--- src/rtl/mem_access_unit.sv ---
// mem_access_unit: MEM-stage initiator for a 32-bit big-endian data RAM.
// Loads are a single read; SW is a single write; SB/SH are read-modify-write.
// Optional feature macro: MEM_ACCESS_ALIGN_CHECK_EN (flags misaligned word/halfword ops).
module mem_access_unit #(
    parameter int unsigned ADDR_W = 32,
    parameter int unsigned DATA_W = 32
) (
    input  logic              clk,
    input  logic              rst,
    input  logic              req,
    input  logic [3:0]        op,
    input  logic [ADDR_W-1:0] addr,
    input  logic [DATA_W-1:0] st_data,
    output logic              busy,
    output logic              done,
    output logic              err,
    output logic [DATA_W-1:0] load_data,
    output logic              mem_ce,
    output logic              mem_we,
    output logic [ADDR_W-1:0] mem_addr,
    output logic [DATA_W-1:0] mem_wdata,
    input  logic [DATA_W-1:0] mem_rdata
);

    localparam logic [3:0] OP_LB  = 4'd0;
    localparam logic [3:0] OP_LH  = 4'd1;
    localparam logic [3:0] OP_LW  = 4'd2;
    localparam logic [3:0] OP_LBU = 4'd4;
    localparam logic [3:0] OP_LHU = 4'd5;
    localparam logic [3:0] OP_SB  = 4'd8;
    localparam logic [3:0] OP_SH  = 4'd9;
    localparam logic [3:0] OP_SW  = 4'd10;

    typedef enum logic [2:0] {
        S_IDLE   = 3'd0,
        S_ACCESS = 3'd1,
        S_RMW_RD = 3'd2,
        S_RMW_WR = 3'd3,
        S_DONE   = 3'd4
    } state_t;

    state_t              state;
    logic [3:0]          op_q;
    logic [ADDR_W-1:0]   addr_q;
    logic [DATA_W-1:0]   st_q;
    logic [DATA_W-1:0]   rd_q;
    logic                err_q;
    logic                bad_align;
    logic                req_bad;

    function automatic logic op_legal(input logic [3:0] o);
        case (o)
            OP_LB, OP_LH, OP_LW, OP_LBU, OP_LHU, OP_SB, OP_SH, OP_SW: op_legal = 1'b1;
            default: op_legal = 1'b0;
        endcase
    endfunction

    // Pick the big-endian lane addressed by off and extend it to a full word.
    function automatic logic [DATA_W-1:0] load_extract(input logic [3:0] o, input logic [1:0] off,
                                                       input logic [DATA_W-1:0] w);
        logic [7:0]  b;
        logic [15:0] h;
        case (off)
            2'd0:    b = w[31:24];
            2'd1:    b = w[23:16];
            2'd2:    b = w[15:8];
            default: b = w[7:0];
        endcase
        h = off[1] ? w[15:0] : w[31:16];
        case (o)
            OP_LB:   load_extract = {{(DATA_W-8){b[7]}}, b};
            OP_LBU:  load_extract = {{(DATA_W-8){1'b0}}, b};
            OP_LH:   load_extract = {{(DATA_W-16){h[15]}}, h};
            OP_LHU:  load_extract = {{(DATA_W-16){1'b0}}, h};
            default: load_extract = w;
        endcase
    endfunction

    // Replace the addressed byte/halfword lane of the word read back from RAM.
    function automatic logic [DATA_W-1:0] store_merge(input logic [3:0] o, input logic [1:0] off,
                                                      input logic [DATA_W-1:0] w, input logic [15:0] d);
        store_merge = w;
        if (o == OP_SH) begin
            if (off[1]) store_merge[15:0]  = d;
            else        store_merge[31:16] = d;
        end else begin
            case (off)
                2'd0:    store_merge[31:24] = d[7:0];
                2'd1:    store_merge[23:16] = d[7:0];
                2'd2:    store_merge[15:8]  = d[7:0];
                default: store_merge[7:0]  = d[7:0];
            endcase
        end
    endfunction

    // Alignment fault detection on the incoming request.
`ifdef MEM_ACCESS_ALIGN_CHECK_EN
    always_comb begin
        case (op)
            OP_LW, OP_SW:         bad_align = (addr[1:0] != 2'b00);
            OP_LH, OP_LHU, OP_SH: bad_align = addr[0];
            default:              bad_align = 1'b0;
        endcase
    end
`else
    assign bad_align = 1'b0;
`endif

    assign req_bad = !op_legal(op) || bad_align;

    // Status and RAM strobes decode straight from state so reset drops them at once.
    assign busy     = (state == S_ACCESS) || (state == S_RMW_RD) || (state == S_RMW_WR);
    assign done     = (state == S_DONE);
    assign err      = done && err_q;
    assign mem_ce   = busy;
    assign mem_we   = ((state == S_ACCESS) && (op_q == OP_SW)) || (state == S_RMW_WR);
    assign mem_addr = mem_ce ? {addr_q[ADDR_W-1:2], 2'b00} : '0;

    // Write data: raw store word for SW, merged word during the RMW write cycle.
    always_comb begin
        mem_wdata = '0;
        if ((state == S_ACCESS) && (op_q == OP_SW)) begin
            mem_wdata = st_q;
        end else if (state == S_RMW_WR) begin
            mem_wdata = store_merge(op_q, addr_q[1:0], rd_q, st_q[15:0]);
        end
    end

    // Access sequencer with request latches, RMW read buffer and load result.
    always_ff @(posedge clk or posedge rst) begin
        if (rst) begin
            state     <= S_IDLE;
            op_q      <= '0;
            addr_q    <= '0;
            st_q      <= '0;
            rd_q      <= '0;
            err_q     <= 1'b0;
            load_data <= '0;
        end else begin
            case (state)
                S_IDLE, S_DONE: begin
                    if (req) begin
                        op_q   <= op;
                        addr_q <= addr;
                        st_q   <= st_data;
                        err_q  <= req_bad;
                        if (req_bad)                           state <= S_DONE;
                        else if ((op == OP_SB) || (op == OP_SH)) state <= S_RMW_RD;
                        else                                   state <= S_ACCESS;
                    end else begin
                        state <= S_IDLE;
                    end
                end
                S_ACCESS: begin
                    if (!op_q[3]) load_data <= load_extract(op_q, addr_q[1:0], mem_rdata);
                    state <= S_DONE;
                end
                S_RMW_RD: begin
                    rd_q  <= mem_rdata;
                    state <= S_RMW_WR;
                end
                S_RMW_WR: state <= S_DONE;
                default:  state <= S_IDLE;
            endcase
        end
    end

endmodule

--- config.mk ---
export PLATFORM = sky130hd
export DESIGN_NAME = mem_access_unit
export DESIGN_NICKNAME = d
export VERILOG_FILES = /design/src/rtl/mem_access_unit.sv
export SDC_FILE = /design/constraint.sdc
export NUM_CORES = 1
export LEC_CHECK = 0
export BUFFER_PORTS_ARGS = -buffer_cell sky130_fd_sc_hd__buf_4
export CELL_PAD_IN_SITES_DETAIL_PLACEMENT = 1
export CELL_PAD_IN_SITES_GLOBAL_PLACEMENT = 1
export CORE_ASPECT_RATIO = 1.2
export CORE_MARGIN = 4
export CORE_UTILIZATION = 35
export CTS_CLUSTER_DIAMETER = 100
export DETAILED_ROUTE_END_ITERATION = 16
export PLACE_DENSITY_LB_ADDON = 0.1
export SETUP_SLACK_MARGIN = 0.4
export SKIP_CTS_REPAIR_TIMING = 1
export SYNTH_ARGS = -nofsm -noshare
export SYNTH_HDL_FRONTEND = slang
export SYNTH_SLANG_ARGS = --single-unit
--- constraint.sdc ---
create_clock -name clk -period 14 [get_ports clk]
set_input_delay 2.8 -clock clk [delete_from_list [all_inputs] [get_ports clk]]
set_output_delay 2.8 -clock clk [all_outputs]
set_load 0.005 [all_outputs]
After elaboration in Yosys (flattened, before gate mapping)
Memory sizes are Yosys's and may differ from the RTL's.
Index checks and enable logic that the tools add are counted.
- memories kept: 1
- ROM bits: 16
- logic and storage cells: 54
- bits in registers: 136
- bitwise operators: 1
- reduce and logical (&&, ||, !) cells: 15
- multiplexer cells: 17
- equal/unequal tests: 13
- memory list (name ; depth ; width ; rd ports ; clocked after Yosys merged registers in ; write ports ; RTL line ; text):
    (no name shown) ; 16 ; 1 ; 1 ; 0 ; 0 ; 52 ; case (o)
- operator list (kind ; number):
    2-to-1 mux 32 bit ; 4
    case mux 32 bit (4 select lines) ; 1
    2-to-1 mux 16 bit ; 3
    2-to-1 mux 8 bit ; 4
    case mux 8 bit (3 select lines) ; 1
    equality test 4 bit (second input constant) ; 4
    case mux 3 bit (3 select lines) ; 1
    equality test 4 x 3 -> 1 bit (second input constant) ; 2
    equality test 3 x 2 -> 1 bit (second input constant) ; 2
    2-to-1 mux 3 bit ; 2
    equality test 4 x 1 -> 1 bit (second input constant) ; 1
    zero test 4 bit ; 1
    logical OR 1 bit ; 4
    AND reduction 2 bit ; 2
    OR reduction 2 bit ; 2
    equality test 3 x 1 -> 1 bit (second input constant) ; 1
    equality test 3 bit (second input constant) ; 1
    zero test 3 bit ; 1
    OR reduction 3 bit ; 1
    equality test 2 x 1 -> 1 bit (second input constant) ; 1
    equality test 2 bit (second input constant) ; 1
    logical AND 1 bit ; 2
    zero test 2 bit ; 1
    2-to-1 mux 2 bit ; 1
    other kinds (2) ; 2

Depth between registers and ports, before layout
Gate-level depths: netlist of run 1.
- depth in word-level cells: 6
- depth in mapped cells: 8
- mapped depth without buffers: 4

Least setup slack after synthesis of run 1
OpenSTA, ideal clock, no wires.
- kind: register to output
- from: register state[2]
- to: output mem_wdata[10]
- path slack: 9713 ps
- required time: 11200 ps
- stages on the path, launching flop included: 7
- data arrival time: 1487 ps
- path through: dfrtp_1 > buf_2 > nand3b_1 > clkbuf_1 > a211o_4 > a2bb2oi_1 > a21o_1
- word-level cells in the longest chain between the ends: 3
- ends and longest elaborated chain (item ; RTL line ; text):
    start: declaration ; 42 ; state_t state;
    start signal: assignment ; 132 ; state <= S_IDLE;
    start signal: assignment ; 147 ; if (req_bad) state <= S_DONE;
    start signal: assignment ; 148 ; else if ((op == OP_SB) || (op == OP_SH)) state <= S_RMW_RD;
    equality test 3 x 2 -> 1 bit / equality test 3 x 1 -> 1 bit (equally long branches) ; 124, 122 ;
    2-to-1 mux 32 bit / logical AND 1 bit (equally long branches) ; 124, 122 ;
    2-to-1 mux 32 bit * ; 122 ; if ((state == S_ACCESS) && (op_q == OP_SW)) begin
    end: declaration ; 21 ; output logic [DATA_W-1:0] mem_wdata,
Every way passes the cells marked *; elsewhere a longest branch is shown, timed or not.

Worst setup path after layout of run 1
- from: register addr_q[1]
- to: output mem_wdata[12]
- word-level cells in the longest chain between the ends: 5
- ends and longest elaborated chain (item ; RTL line ; text):
    start: declaration ; 44 ; logic [ADDR_W-1:0] addr_q;
    start signal: assignment ; 144 ; addr_q <= addr;
    equality test 2 bit ; 87 ; case (off)
    2-to-1 mux 8 bit ; 87 ;
    2-to-1 mux 32 bit * ; 83 ; if (o == OP_SH) begin
    2-to-1 mux 32 bit * ; 124 ; end else if (state == S_RMW_WR) begin
    2-to-1 mux 32 bit * ; 122 ;
Marked as above.

==> metrics.log, run 1 <==
INFO  metric finalWirelength = 23040 um
INFO  metric max-clock-path-buffers = 2
INFO  metric static_leak = 0.004564 uW
INFO  metric grt_antenna_before_repair = 0
INFO  metric diodes = 0
INFO  metric clockPowerShare = 0.299
INFO  metric globalplace.congestion = 0.8227
INFO  metric drt-initial-drc-count = 242
INFO  metric commonest_cells_after_routing_fill_and_taps_aside = sky130_fd_sc_hd__nand2_1 (229), sky130_fd_sc_hd__buf_4 (206), sky130_fd_sc_hd__dfrtp_1 (136)
INFO  metric rows = 55
INFO  metric layout_commonest_cell = sky130_fd_sc_hd__nand2_1
INFO  metric most_used_dff_post_synth = sky130_fd_sc_hd__dfrtp_1
INFO  metric synth_area_leaders = sky130_fd_sc_hd__dfrtp_1 (50%), sky130_fd_sc_hd__nand2_1 (13%), sky130_fd_sc_hd__mux2_2 (5.0%)
INFO  metric cts-buffers-inserted = 17
INFO  metric power_dissipated_by_switching_net_loads = 553.2 uW
INFO  metric grt_max_degree = 78
INFO  metric synth.top_cell.area_share = 0.5004
INFO  metric number_of_global_route_vias_before_repair = 6438
INFO  metric die_width = 135.3 um
INFO  metric required_time_at_the_worst_slack_endpoint = 11200 ps
INFO  metric drcViolationCount = 0
INFO  metric report.final.hold_viol_count = 0
INFO  metric core-area = 18990 um^2
INFO  metric clk_pin_slew = 60 ps
INFO  metric average_detailed_routed_wire_length_per_instance = 19.69 um
INFO  metric timing.critical_path.arrival = 3260 ps
INFO  metric worstPathCellList = clkinv_1 > a211o_4 > a2bb2oi_1 > a21o_1 > buf_4
INFO  metric path_max_fanout = 27
INFO  metric design.die.area = 21740 um^2
INFO  metric min_period = 6058 ps
INFO  metric holdWs = 464.9 ps
INFO  metric slew-limit-headroom = 0.3018
INFO  metric overflow = 0
INFO  metric path_class = flip-flop to output pin
INFO  metric switching_share = 0.3329
INFO  metric cp_slowest_stage_delay = 1020 ps
INFO  metric avgSynthCellArea = 9.356 um^2
INFO  metric ir_worst_vdd = 0.00008852 V
INFO  metric max_cap_violation_count = 0
INFO  metric drv_slew = 0
INFO  metric place_hpwl = 16980 um
INFO  metric result_of_the_run = finished, final reports clean
INFO  metric timing.critical_path.to_type = output pin
INFO  metric setup_viol = 0
INFO  metric fin_tns_setup = 0 ps
INFO  metric cts_tree = done
INFO  metric power_density = 183.0 nW/um^2
INFO  metric detailedRoute.firstPassIterationCount = 4
INFO  metric min_period_over_period = 0.4327
INFO  metric grt_first_pass_wirelength = 36740 um
INFO  metric ios = 204
INFO  metric clock_sinks = 136
INFO  metric num_vias = 5918
INFO  metric ys_async_sr_fraction = 1.000
INFO  metric synth-edff-count = 0
INFO  metric grt_util_all_layers = 0.2161
INFO  metric die_height = 160.7 um
INFO  metric cellInternalPower = 1108 uW
INFO  metric grt_setup_unrepaired = false
INFO  metric floorplan.initialDensity = 0.3581
INFO  metric cell_with_the_biggest_individual_delay_on_the_critical_path = sky130_fd_sc_hd__dfrtp_1
INFO  metric max_freq = 165.1 MHz
INFO  metric ctsHtreeMaxLevel = 4
INFO  metric synth.yosys.seq_area_share = 0.5004
INFO  metric worst_setup_path_start_kind = flip-flop
INFO  metric cts.root.buffer_cell = sky130_fd_sc_hd__clkbuf_16
INFO  metric clk-insertion-delay-late = 420 ps
INFO  metric antenna_violating_nets_post_route = 0
INFO  metric synthCells = 727
INFO  metric hp-class = flip-flop to flip-flop
INFO  metric layout-drive-gt1-share = 0.3315
INFO  metric share_comb_of_total_power = 0.296
INFO  metric reg2reg_setup_slack = 11180 ps
INFO  metric seqPwrFrac = 0.406
INFO  metric synth_warnings = 0
INFO  metric post_drt_via_cell_ratio = 5.058
INFO  metric worst_clock_skew = 11.71 ps
INFO  metric port_buffers = 201
INFO  metric nets = 1004
INFO  metric ys_seq_elements = 136
INFO  metric flow.area_growth_from_synthesis = 33.50%
INFO  metric tightest_slew = 1046 ps
INFO  metric synth.largest_area_cell = sky130_fd_sc_hd__dfrtp_1
INFO  metric synthesis.area = 6802 um^2
INFO  metric yosysUniqueCellTypes = 48
[cell type report]
cell class	count	area (um^2)
clock inverter	14	211.5
fill	2221	9913
clock buffer	18	439.2
timing repair buffer	206	1546
multi-input combinational	530	3117
tap	256	320.3
sequential	136	3403
inverter	10	42.54
[worst max-delay path: cells and delay by family, from the launching register on]
family,cells,cell delay [ps]
flops,1,1020
compound gates,3,870
buf+inv,2,950
[per-stage QoR]
step           std cells  instance area (um^2)  setup WS, ps  power, uW  utilization
2_1_floorplan        728                  6805          7561      940.6            -
3_3_place_gp        1138                  8429          8519       1156       0.4438
3_5_place_dp        1138                  8429          8391       1177       0.4438
4_1_cts             1170                  9080          7938       1683       0.4781
5_1_grt             1170                  9080          7659       1771       0.4781
6_report            1170                  9080          7942       1662       0.4781
[kinds of logic after synthesis]
logic type             after synthesis  synth area share
other                                1         0.0005513
buffers and inverters               62           0.04378
multiplexers                        58            0.1061
AND/OR/NAND/NOR                    333            0.2114
flip-flops                         136            0.5004
AO/OA/AOI/OAI                      137            0.1378
[metal layers]
layer	wire length [um]	GRT usage
met5	0	0
met4	406	0.06737
met3	1771	0.06172
met2	11480	0.3578
met1	9385	0.2735
[flip-flops by register name, summed over array words and instances, names as in the netlist]
name / flops
err_q: 1
load_data: 32
addr_q: 32
st_q: 32
rd_q: 32
op_q: 4
state: 3
[synthesized netlist by cell type (2+ instances only)]
master and instances:
sky130_fd_sc_hd__and3_1 2, sky130_fd_sc_hd__a211oi_1 8, sky130_fd_sc_hd__clkbuf_1 23, sky130_fd_sc_hd__buf_4 3
sky130_fd_sc_hd__buf_2 22, sky130_fd_sc_hd__a21o_1 19, sky130_fd_sc_hd__nor3_1 10, sky130_fd_sc_hd__and2_1 34
sky130_fd_sc_hd__o21ai_0 34, sky130_fd_sc_hd__o22ai_1 8, sky130_fd_sc_hd__mux2i_1 17, sky130_fd_sc_hd__buf_6 2
sky130_fd_sc_hd__dfrtp_1 136, sky130_fd_sc_hd__inv_1 9, sky130_fd_sc_hd__a22o_1 10, sky130_fd_sc_hd__a2bb2oi_1 7
sky130_fd_sc_hd__mux2_2 30, sky130_fd_sc_hd__mux2_1 3, sky130_fd_sc_hd__a21oi_1 23, sky130_fd_sc_hd__a22oi_1 8
sky130_fd_sc_hd__nand2b_1 2, sky130_fd_sc_hd__mux4_2 8, sky130_fd_sc_hd__a21oi_2 12, sky130_fd_sc_hd__nand2_1 230
sky130_fd_sc_hd__nor2_1 42, sky130_fd_sc_hd__or2_2 3
[power groups by stage]
stage	logic [uW]	clock network (uW)	registers [uW]
2_1_floorplan	323	0	617
6_report	492	496	674
5_1_grt	547	527	696
4_1_cts	503	505	675
3_3_place_gp	483	0	674
3_5_place_dp	498	0	679
[worst paths after layout]
kind                            start            end  depth (start not counted)
setup / recovery            addr_q[1]  mem_wdata[12]                          5
hold / removal             addr_q[25]     addr_q[25]                          2
setup reg to reg            addr_q[1]  load_data[10]                          4
hold reg to reg            addr_q[25]     addr_q[25]                          2
max in group asynchronous         rst        rd_q[5]                          3
min in group asynchronous         rst  load_data[29]                          2
Note: power is estimated with default switching activity, not from simulation.
==> run 2, diff against run 1 <==
--- a/config.mk
+++ b/config.mk
@@ -5,12 +5,13 @@
 export SDC_FILE = /design/constraint.sdc
 export NUM_CORES = 1
 export LEC_CHECK = 0
+export ABC_AREA = 1
 export BUFFER_PORTS_ARGS = -buffer_cell sky130_fd_sc_hd__buf_4
 export CELL_PAD_IN_SITES_DETAIL_PLACEMENT = 1
 export CELL_PAD_IN_SITES_GLOBAL_PLACEMENT = 1
 export CORE_ASPECT_RATIO = 1.2
 export CORE_MARGIN = 4
-export CORE_UTILIZATION = 35
+export CORE_UTILIZATION = 34
 export CTS_CLUSTER_DIAMETER = 100
 export DETAILED_ROUTE_END_ITERATION = 16
 export PLACE_DENSITY_LB_ADDON = 0.1
==> constraint.sdc (replaced) <==
create_clock -name clk -period 5.1 [get_ports clk]
set_input_delay 1.02 -clock clk [delete_from_list [all_inputs] [get_ports clk]]
set_output_delay 1.02 -clock clk [all_outputs]
set_load 0.005 [all_outputs]
==> run 2 against run 1 <==
Effect of this change:
- clock power rose to 2.7 times the previous value
- critical endpoint is now mem_wdata[19]
- die area rose by 16%
- sequential power rose to 2.6 times the previous value
- utilization down 3.3 points
- sequential share of layout area fell by 3.3 points
- largest power group is now combinational cells
- worst setup slack got worse by 6500 ps
- wire length up 19%
- via count is 30% higher
- total power increased to 3.0 times the previous value
- worst hold slack improved by 18 ps
- clock skew down 1.8 ps
==> metrics.log, run 2 <==
INFO  metric cts-buffers-inserted = 17
INFO  metric die_width = 145.4 um
INFO  metric place_hpwl = 20410 um
INFO  metric slew-limit-headroom = 0.2959
INFO  metric post-route-cell-area = 9960 um^2
INFO  metric max-clock-path-buffers = 2
INFO  metric clockPowerShare = 0.266
INFO  metric synth_area_leaders = sky130_fd_sc_hd__dfrtp_1 (44%), sky130_fd_sc_hd__nand2_1 (15%), sky130_fd_sc_hd__o21ai_0 (10%)
INFO  metric report.final.hold_viol_count = 0
INFO  metric die_height = 172.9 um
INFO  metric synth.yosys.seq_area_share = 0.4416
INFO  metric core-area = 22370 um^2
INFO  metric tightest_slew = 1056 ps
INFO  metric worst_clock_skew = 9.873 ps
INFO  metric most_used_dff_post_synth = sky130_fd_sc_hd__dfrtp_1
INFO  metric overflow = 0
INFO  metric timing.critical_path.to_type = output pin
INFO  metric pre_cts_ws = 1857 ps
INFO  metric seqPwrFrac = 0.355
INFO  metric dp_cells = 1521
INFO  metric fin_ws = 1403 ps
INFO  metric clk_pin_slew = 60 ps
INFO  metric min_period_over_period = 0.7249
INFO  metric multi_input_comb_area = 3447 um^2
INFO  metric layout-drive-gt1-share = 0.2261
INFO  metric setup_viol = 0
INFO  metric post_drt_via_cell_ratio = 4.961
INFO  metric drt-initial-drc-count = 406
INFO  metric cts_tree = done
INFO  metric avgSynthCellArea = 7.013 um^2
INFO  metric switching_share = 0.3909
INFO  metric flow.area_growth_from_synthesis = 29.22%
INFO  metric max_freq = 270.5 MHz
INFO  metric share_comb_of_total_power = 0.379
INFO  metric synthesis.area = 7707 um^2
INFO  metric cellInternalPower = 3044 uW
INFO  metric rows = 60
INFO  metric synthCells = 1099
INFO  metric drv_slew = 0
INFO  metric port_buffers = 201
INFO  metric synth.most_common_cell = sky130_fd_sc_hd__nand2_1
INFO  metric number_of_global_route_vias_before_repair = 8081
INFO  metric post_layout_nonfiller_instances = 1553
INFO  metric worst_setup_path_start_kind = flip-flop
INFO  metric globalplace.congestion = 0.8218
INFO  metric max_cap_violation_count = 0
INFO  metric synth-edff-count = 0
INFO  metric clock_sinks = 136
INFO  metric result_of_the_run = finished, final reports clean
INFO  metric required_time_at_the_worst_slack_endpoint = 4080 ps
INFO  metric finalWirelength = 27390 um
INFO  metric detailedRoute.firstPassIterationCount = 4
INFO  metric min_period = 3697 ps
INFO  metric path_max_fanout = 25
INFO  metric ctsHtreeMaxLevel = 4
INFO  metric drcViolationCount = 0
INFO  metric layout_commonest_cell = sky130_fd_sc_hd__nand2_1
INFO  metric hp-class = flip-flop to flip-flop
INFO  metric finalCoreUtilization = 0.4452
INFO  metric n_fill_cell = 2919
INFO  metric cts.root.buffer_cell = sky130_fd_sc_hd__clkbuf_16
INFO  metric ys_async_sr_fraction = 1.000
INFO  metric synth.largest_area_cell = sky130_fd_sc_hd__dfrtp_1
INFO  metric floorplan.initialDensity = 0.3445
INFO  metric grt_setup_unrepaired = false
INFO  metric clk-insertion-delay-late = 440 ps
INFO  metric timing.critical_path.arrival = 2680 ps
INFO  metric ys_seq_elements = 136
INFO  metric nets = 1364
INFO  metric design.die.area = 25150 um^2
INFO  metric ios = 204
INFO  metric grt_max_degree = 120
INFO  metric power_density = 501.8 nW/um^2
INFO  metric fin_tns_setup = 0 ps
INFO  metric regArea = 3405 um^2
INFO  metric synth.top_cell.area_share = 0.4416
INFO  metric ir_worst_vdd = 0.0002739 V
INFO  metric diodes = 0
INFO  metric yosysUniqueCellTypes = 29
INFO  metric grt_first_pass_wirelength = 44020 um
INFO  metric grt_util_all_layers = 0.2185
INFO  metric grt_antenna_before_repair = 0
INFO  metric path_class = flip-flop to output pin
INFO  metric static_leak = 0.005254 uW
INFO  metric average_detailed_routed_wire_length_per_instance = 17.63 um
INFO  metric commonest_cells_after_routing_fill_and_taps_aside = sky130_fd_sc_hd__nand2_1 (316), sky130_fd_sc_hd__buf_4 (209), sky130_fd_sc_hd__o21ai_0 (160)
INFO  metric postPlaceCellArea = 9331 um^2
INFO  metric antenna_violating_nets_post_route = 0
INFO  metric num_vias = 7705
INFO  metric power_dissipated_by_switching_net_loads = 1954 uW
INFO  metric synth_warnings = 0
INFO  metric most_numerous_cell_types_in_the_synthesized_netlist = sky130_fd_sc_hd__nand2_1 (316), sky130_fd_sc_hd__o21ai_0 (160), sky130_fd_sc_hd__inv_1 (139)
run 2: critical path, cell delays in order, from the launching register on:
cell	delay [ps]
sky130_fd_sc_hd__dfrtp_1	600
sky130_fd_sc_hd__nor2_1	280
sky130_fd_sc_hd__nand3_2	440
sky130_fd_sc_hd__inv_1	420
sky130_fd_sc_hd__a21oi_1	120
sky130_fd_sc_hd__nand2_1	150
sky130_fd_sc_hd__o21ai_1	90
sky130_fd_sc_hd__buf_4	140
run 2: cell type report:
class,count,area share
clock buffers,18,0.04410
clock inverters,14,0.01897
inverters,148,0.05641
multi-input cells,749,0.3461
flip-flops and latches,136,0.3418
well taps,279,0.03505
repair buffers,209,0.1575
run 2: stage by stage:
step / total power [uW] / hold slack [ps]
final: 4998 / 483.3
after global routing: 5407 / 508.6
after CTS: 5064 / 484.5
after detailed placement: 3706 / 470.8
after global placement: 3658 / 466.3
after floorplan: 2907 / 449.6
run 2: logic make-up (layout without fill, tap and decap cells):
group / count (synthesis) / after routing / synth area share
buffers and inverters: 215 / 389 / 0.1133
AO/OA/AOI/OAI: 248 / 248 / 0.1724
other: 1 / 2 / 0.0004865
flip-flops: 136 / 136 / 0.4416
AND/OR/NAND/NOR: 491 / 491 / 0.2606
multiplexers: 8 / 8 / 0.01169
run 2: per-layer routing:
layer,up-vias,share of wire,wire [um],track usage
met5,-,0,0,0
met4,0,0.028,774,0.08393
met3,39,0.049,1340,0.04115
met2,175,0.51,13900,0.3890
met1,3704,0.42,11370,0.2609
li1,3787,-,-,-
run 2: power by group through the flow:
stage | registers, uW | clock network (uW) | logic, uW
6_report | 1780 | 1330 | 1890
2_1_floorplan | 1700 | 0 | 1210
5_1_grt | 1830 | 1410 | 2170
4_1_cts | 1780 | 1360 | 1920
3_5_place_dp | 1800 | 0 | 1910
3_3_place_gp | 1780 | 0 | 1880
run 2: worst paths after layout:
kind | from | endpoint | slack (ps) | cells after the start
hold reg to reg | rd_q[14] | rd_q[14] | 480 | 2
hold / removal | rd_q[14] | rd_q[14] | 480 | 2
max in group asynchronous | rst | st_q[22] | 3260 | 3
setup / recovery | op_q[1] | mem_wdata[19] | 1400 | 7
min in group asynchronous | rst | load_data[27] | 820 | 2
setup reg to reg | addr_q[0] | load_data[22] | 2350 | 7
==> run 3, diff against run 2 <==
--- a/config.mk
+++ b/config.mk
@@ -5,13 +5,13 @@
 export SDC_FILE = /design/constraint.sdc
 export NUM_CORES = 1
 export LEC_CHECK = 0
-export ABC_AREA = 1
+export ABC_AREA = 0
 export BUFFER_PORTS_ARGS = -buffer_cell sky130_fd_sc_hd__buf_4
 export CELL_PAD_IN_SITES_DETAIL_PLACEMENT = 1
 export CELL_PAD_IN_SITES_GLOBAL_PLACEMENT = 1
 export CORE_ASPECT_RATIO = 1.2
 export CORE_MARGIN = 4
-export CORE_UTILIZATION = 34
+export CORE_UTILIZATION = 35
 export CTS_CLUSTER_DIAMETER = 100
 export DETAILED_ROUTE_END_ITERATION = 16
 export PLACE_DENSITY_LB_ADDON = 0.1
==> constraint.sdc (replaced) <==
create_clock -name clk -period 3.5 [get_ports clk]
set_input_delay 0.7 -clock clk [delete_from_list [all_inputs] [get_ports clk]]
set_output_delay 0.7 -clock clk [all_outputs]
set_load 0.005 [all_outputs]
==> run 3 against run 2 <==
Effect of this change:
- first-iteration DRC count increased by 0.49%
- via count decreased by 22%
- clock-buffer cell count is 1 higher
- total power increased by 35%
==> metrics.log, run 3 (synthesis results as in run 1) <==
INFO  metric num_vias = 5972
INFO  metric cts-buffers-inserted = 17
INFO  metric die_width = 135.3 um
INFO  metric max_freq = 336.4 MHz
INFO  metric cts.root.buffer_cell = sky130_fd_sc_hd__clkbuf_16
INFO  metric core-area = 18990 um^2
INFO  metric timing.rr.end = load_data[10]
INFO  metric fin_tns_setup = 0 ps
INFO  metric path_max_fanout = 12
INFO  metric report.final.hold_viol_count = 0
INFO  metric grt_antenna_before_repair = 0
INFO  metric crit-reg2reg-launch = op_q[1]
INFO  metric place_hpwl = 17060 um
INFO  metric flow.area_growth_from_synthesis = 35.14%
INFO  metric static_leak = 0.004623 uW
INFO  metric globalplace.congestion = 0.8449
INFO  metric diodes = 0
INFO  metric min_period_over_period = 0.8493
INFO  metric slew-limit-headroom = 0.3812
INFO  metric n_fill_cell = 2195
INFO  metric worst-r2r-cell-count = 5
INFO  metric grt_setup_unrepaired = false
INFO  metric multi_input_comb_area = 3114 um^2
INFO  metric overflow = 0
INFO  metric path_class = flip-flop to output pin
INFO  metric min_period = 2973 ps
INFO  metric ctsHtreeMaxLevel = 4
INFO  metric power_density = 733.0 nW/um^2
INFO  metric rows = 55
INFO  metric drt-initial-drc-count = 408
INFO  metric timing.critical_path.arrival = 2270 ps
INFO  metric max-clock-path-buffers = 2
INFO  metric commonest_cells_after_routing_fill_and_taps_aside = sky130_fd_sc_hd__nand2_1 (229), sky130_fd_sc_hd__buf_4 (215), sky130_fd_sc_hd__dfrtp_1 (135)
INFO  metric port_buffers = 201
INFO  metric clk-insertion-delay-late = 420 ps
INFO  metric grt_util_all_layers = 0.2145
INFO  metric ios = 204
INFO  metric ir_worst_vdd = 0.0003629 V
INFO  metric regArea = 3405 um^2
INFO  metric required_time_at_the_worst_slack_endpoint = 2800 ps
INFO  metric grt_first_pass_wirelength = 36550 um
INFO  metric design.die.area = 21740 um^2
INFO  metric average_detailed_routed_wire_length_per_instance = 19.53 um
INFO  metric cts_tree = done
INFO  metric die_height = 160.7 um
INFO  metric timing.critical_path.to_type = output pin
INFO  metric worst_clock_skew = 5.094 ps
INFO  metric number_of_global_route_vias_before_repair = 6430
INFO  metric post_drt_via_cell_ratio = 5.061
INFO  metric floorplan.initialDensity = 0.3581
INFO  metric holdWs = 281.6 ps
INFO  metric hp-class = input port to async pin
INFO  metric grt_max_degree = 88
INFO  metric result_of_the_run = finished, final reports clean
INFO  metric detailedRoute.firstPassIterationCount = 5
INFO  metric drv_slew = 0
INFO  metric drcViolationCount = 0
INFO  metric clk_pin_slew = 60 ps
INFO  metric nets = 1015
INFO  metric clock_sinks = 136
INFO  metric finalWirelength = 23050 um
INFO  metric setup_viol = 0
INFO  metric worst_setup_path_start_kind = flip-flop
INFO  metric layout_commonest_cell = sky130_fd_sc_hd__nand2_1
INFO  metric layout-drive-gt1-share = 0.3377
INFO  metric antenna_violating_nets_post_route = 0
INFO  metric reg2reg_setup_slack = 1410 ps
INFO  metric tightest_slew = 924.9 ps
INFO  metric max_cap_violation_count = 0
-- run 3: cell types whose count changed in the layout (fill, tap and decap cells not counted), sizes merged, moves of 13 or more --
cell | previous run | this run
o211ai | 28 | 0
mux2 | 8 | 33
or2 | 16 | 3
a21o | 0 | 19
inv | 151 | 9
nand3 | 56 | 0
nand2 | 318 | 230
and2 | 0 | 34
mux2i | 0 | 17
o21ai | 179 | 35
nor2 | 95 | 42
-- run 3: final cells by class --
class	count	area share
multi-input combinational	530	0.3388
clock buffer	19	0.04819
tap	256	0.03485
timing repair buffer	217	0.1790
clock inverter	12	0.02423
sequential	136	0.3704
inverter	10	0.004492
-- run 3: worst max-delay path, cell delays in order (launching register included) --
cell	delay (ps)
sky130_fd_sc_hd__dfrtp_1	440
sky130_fd_sc_hd__nand4bb_2	270
sky130_fd_sc_hd__buf_4	220
sky130_fd_sc_hd__a211oi_2	220
sky130_fd_sc_hd__buf_4	180
sky130_fd_sc_hd__a21oi_1	60
sky130_fd_sc_hd__o21ai_0	280
sky130_fd_sc_hd__buf_4	180
-- run 3: per-stage QoR --
| step | utilization | power (uW) | cell area (um^2) | cells | setup WS (ps) |
|---|---|---|---|---|---|
| 6_report | 0.4839 | 6738 | 9191 | 1180 | 527.4 |
| 5_1_grt | 0.4839 | 7163 | 9191 | 1180 | 422.7 |
| 4_1_cts | 0.4837 | 6819 | 9186 | 1180 | 340.3 |
| 3_5_place_dp | 0.4486 | 4717 | 8521 | 1149 | 814.5 |
| 3_3_place_gp | 0.4486 | 4626 | 8521 | 1149 | 946.4 |
| 2_1_floorplan | - | 3763 | 6809 | 728 | 1107 |
-- run 3: worst max path at each step --
stage	startpoint	end	slack, ps	depth (start not counted)
global route	op_q[2]	mem_wdata[20]	420	6
floorplan	rst	addr_q[0]	1110	1
finish	op_q[2]	mem_wdata[24]	530	7
detailed placement	addr_q[0]	mem_wdata[20]	810	5
CTS	addr_q[0]	mem_wdata[20]	340	5
global placement	addr_q[0]	mem_wdata[18]	950	5
-- run 3: per-layer routing --
layer	track usage	wire length, um	vias to the layer above
met1	0.2702	9587	2916
met3	0.06234	1725	43
met4	0.08203	636	0
met2	0.3483	11100	211
met5	0	0	-
li1	-	-	2802
-- run 3: power by group --
group	internal, uW	switching [uW]	total, uW
Sequential	2170	443	2620
Combinational	1050	1010	2060
Clock	1350	710	2060
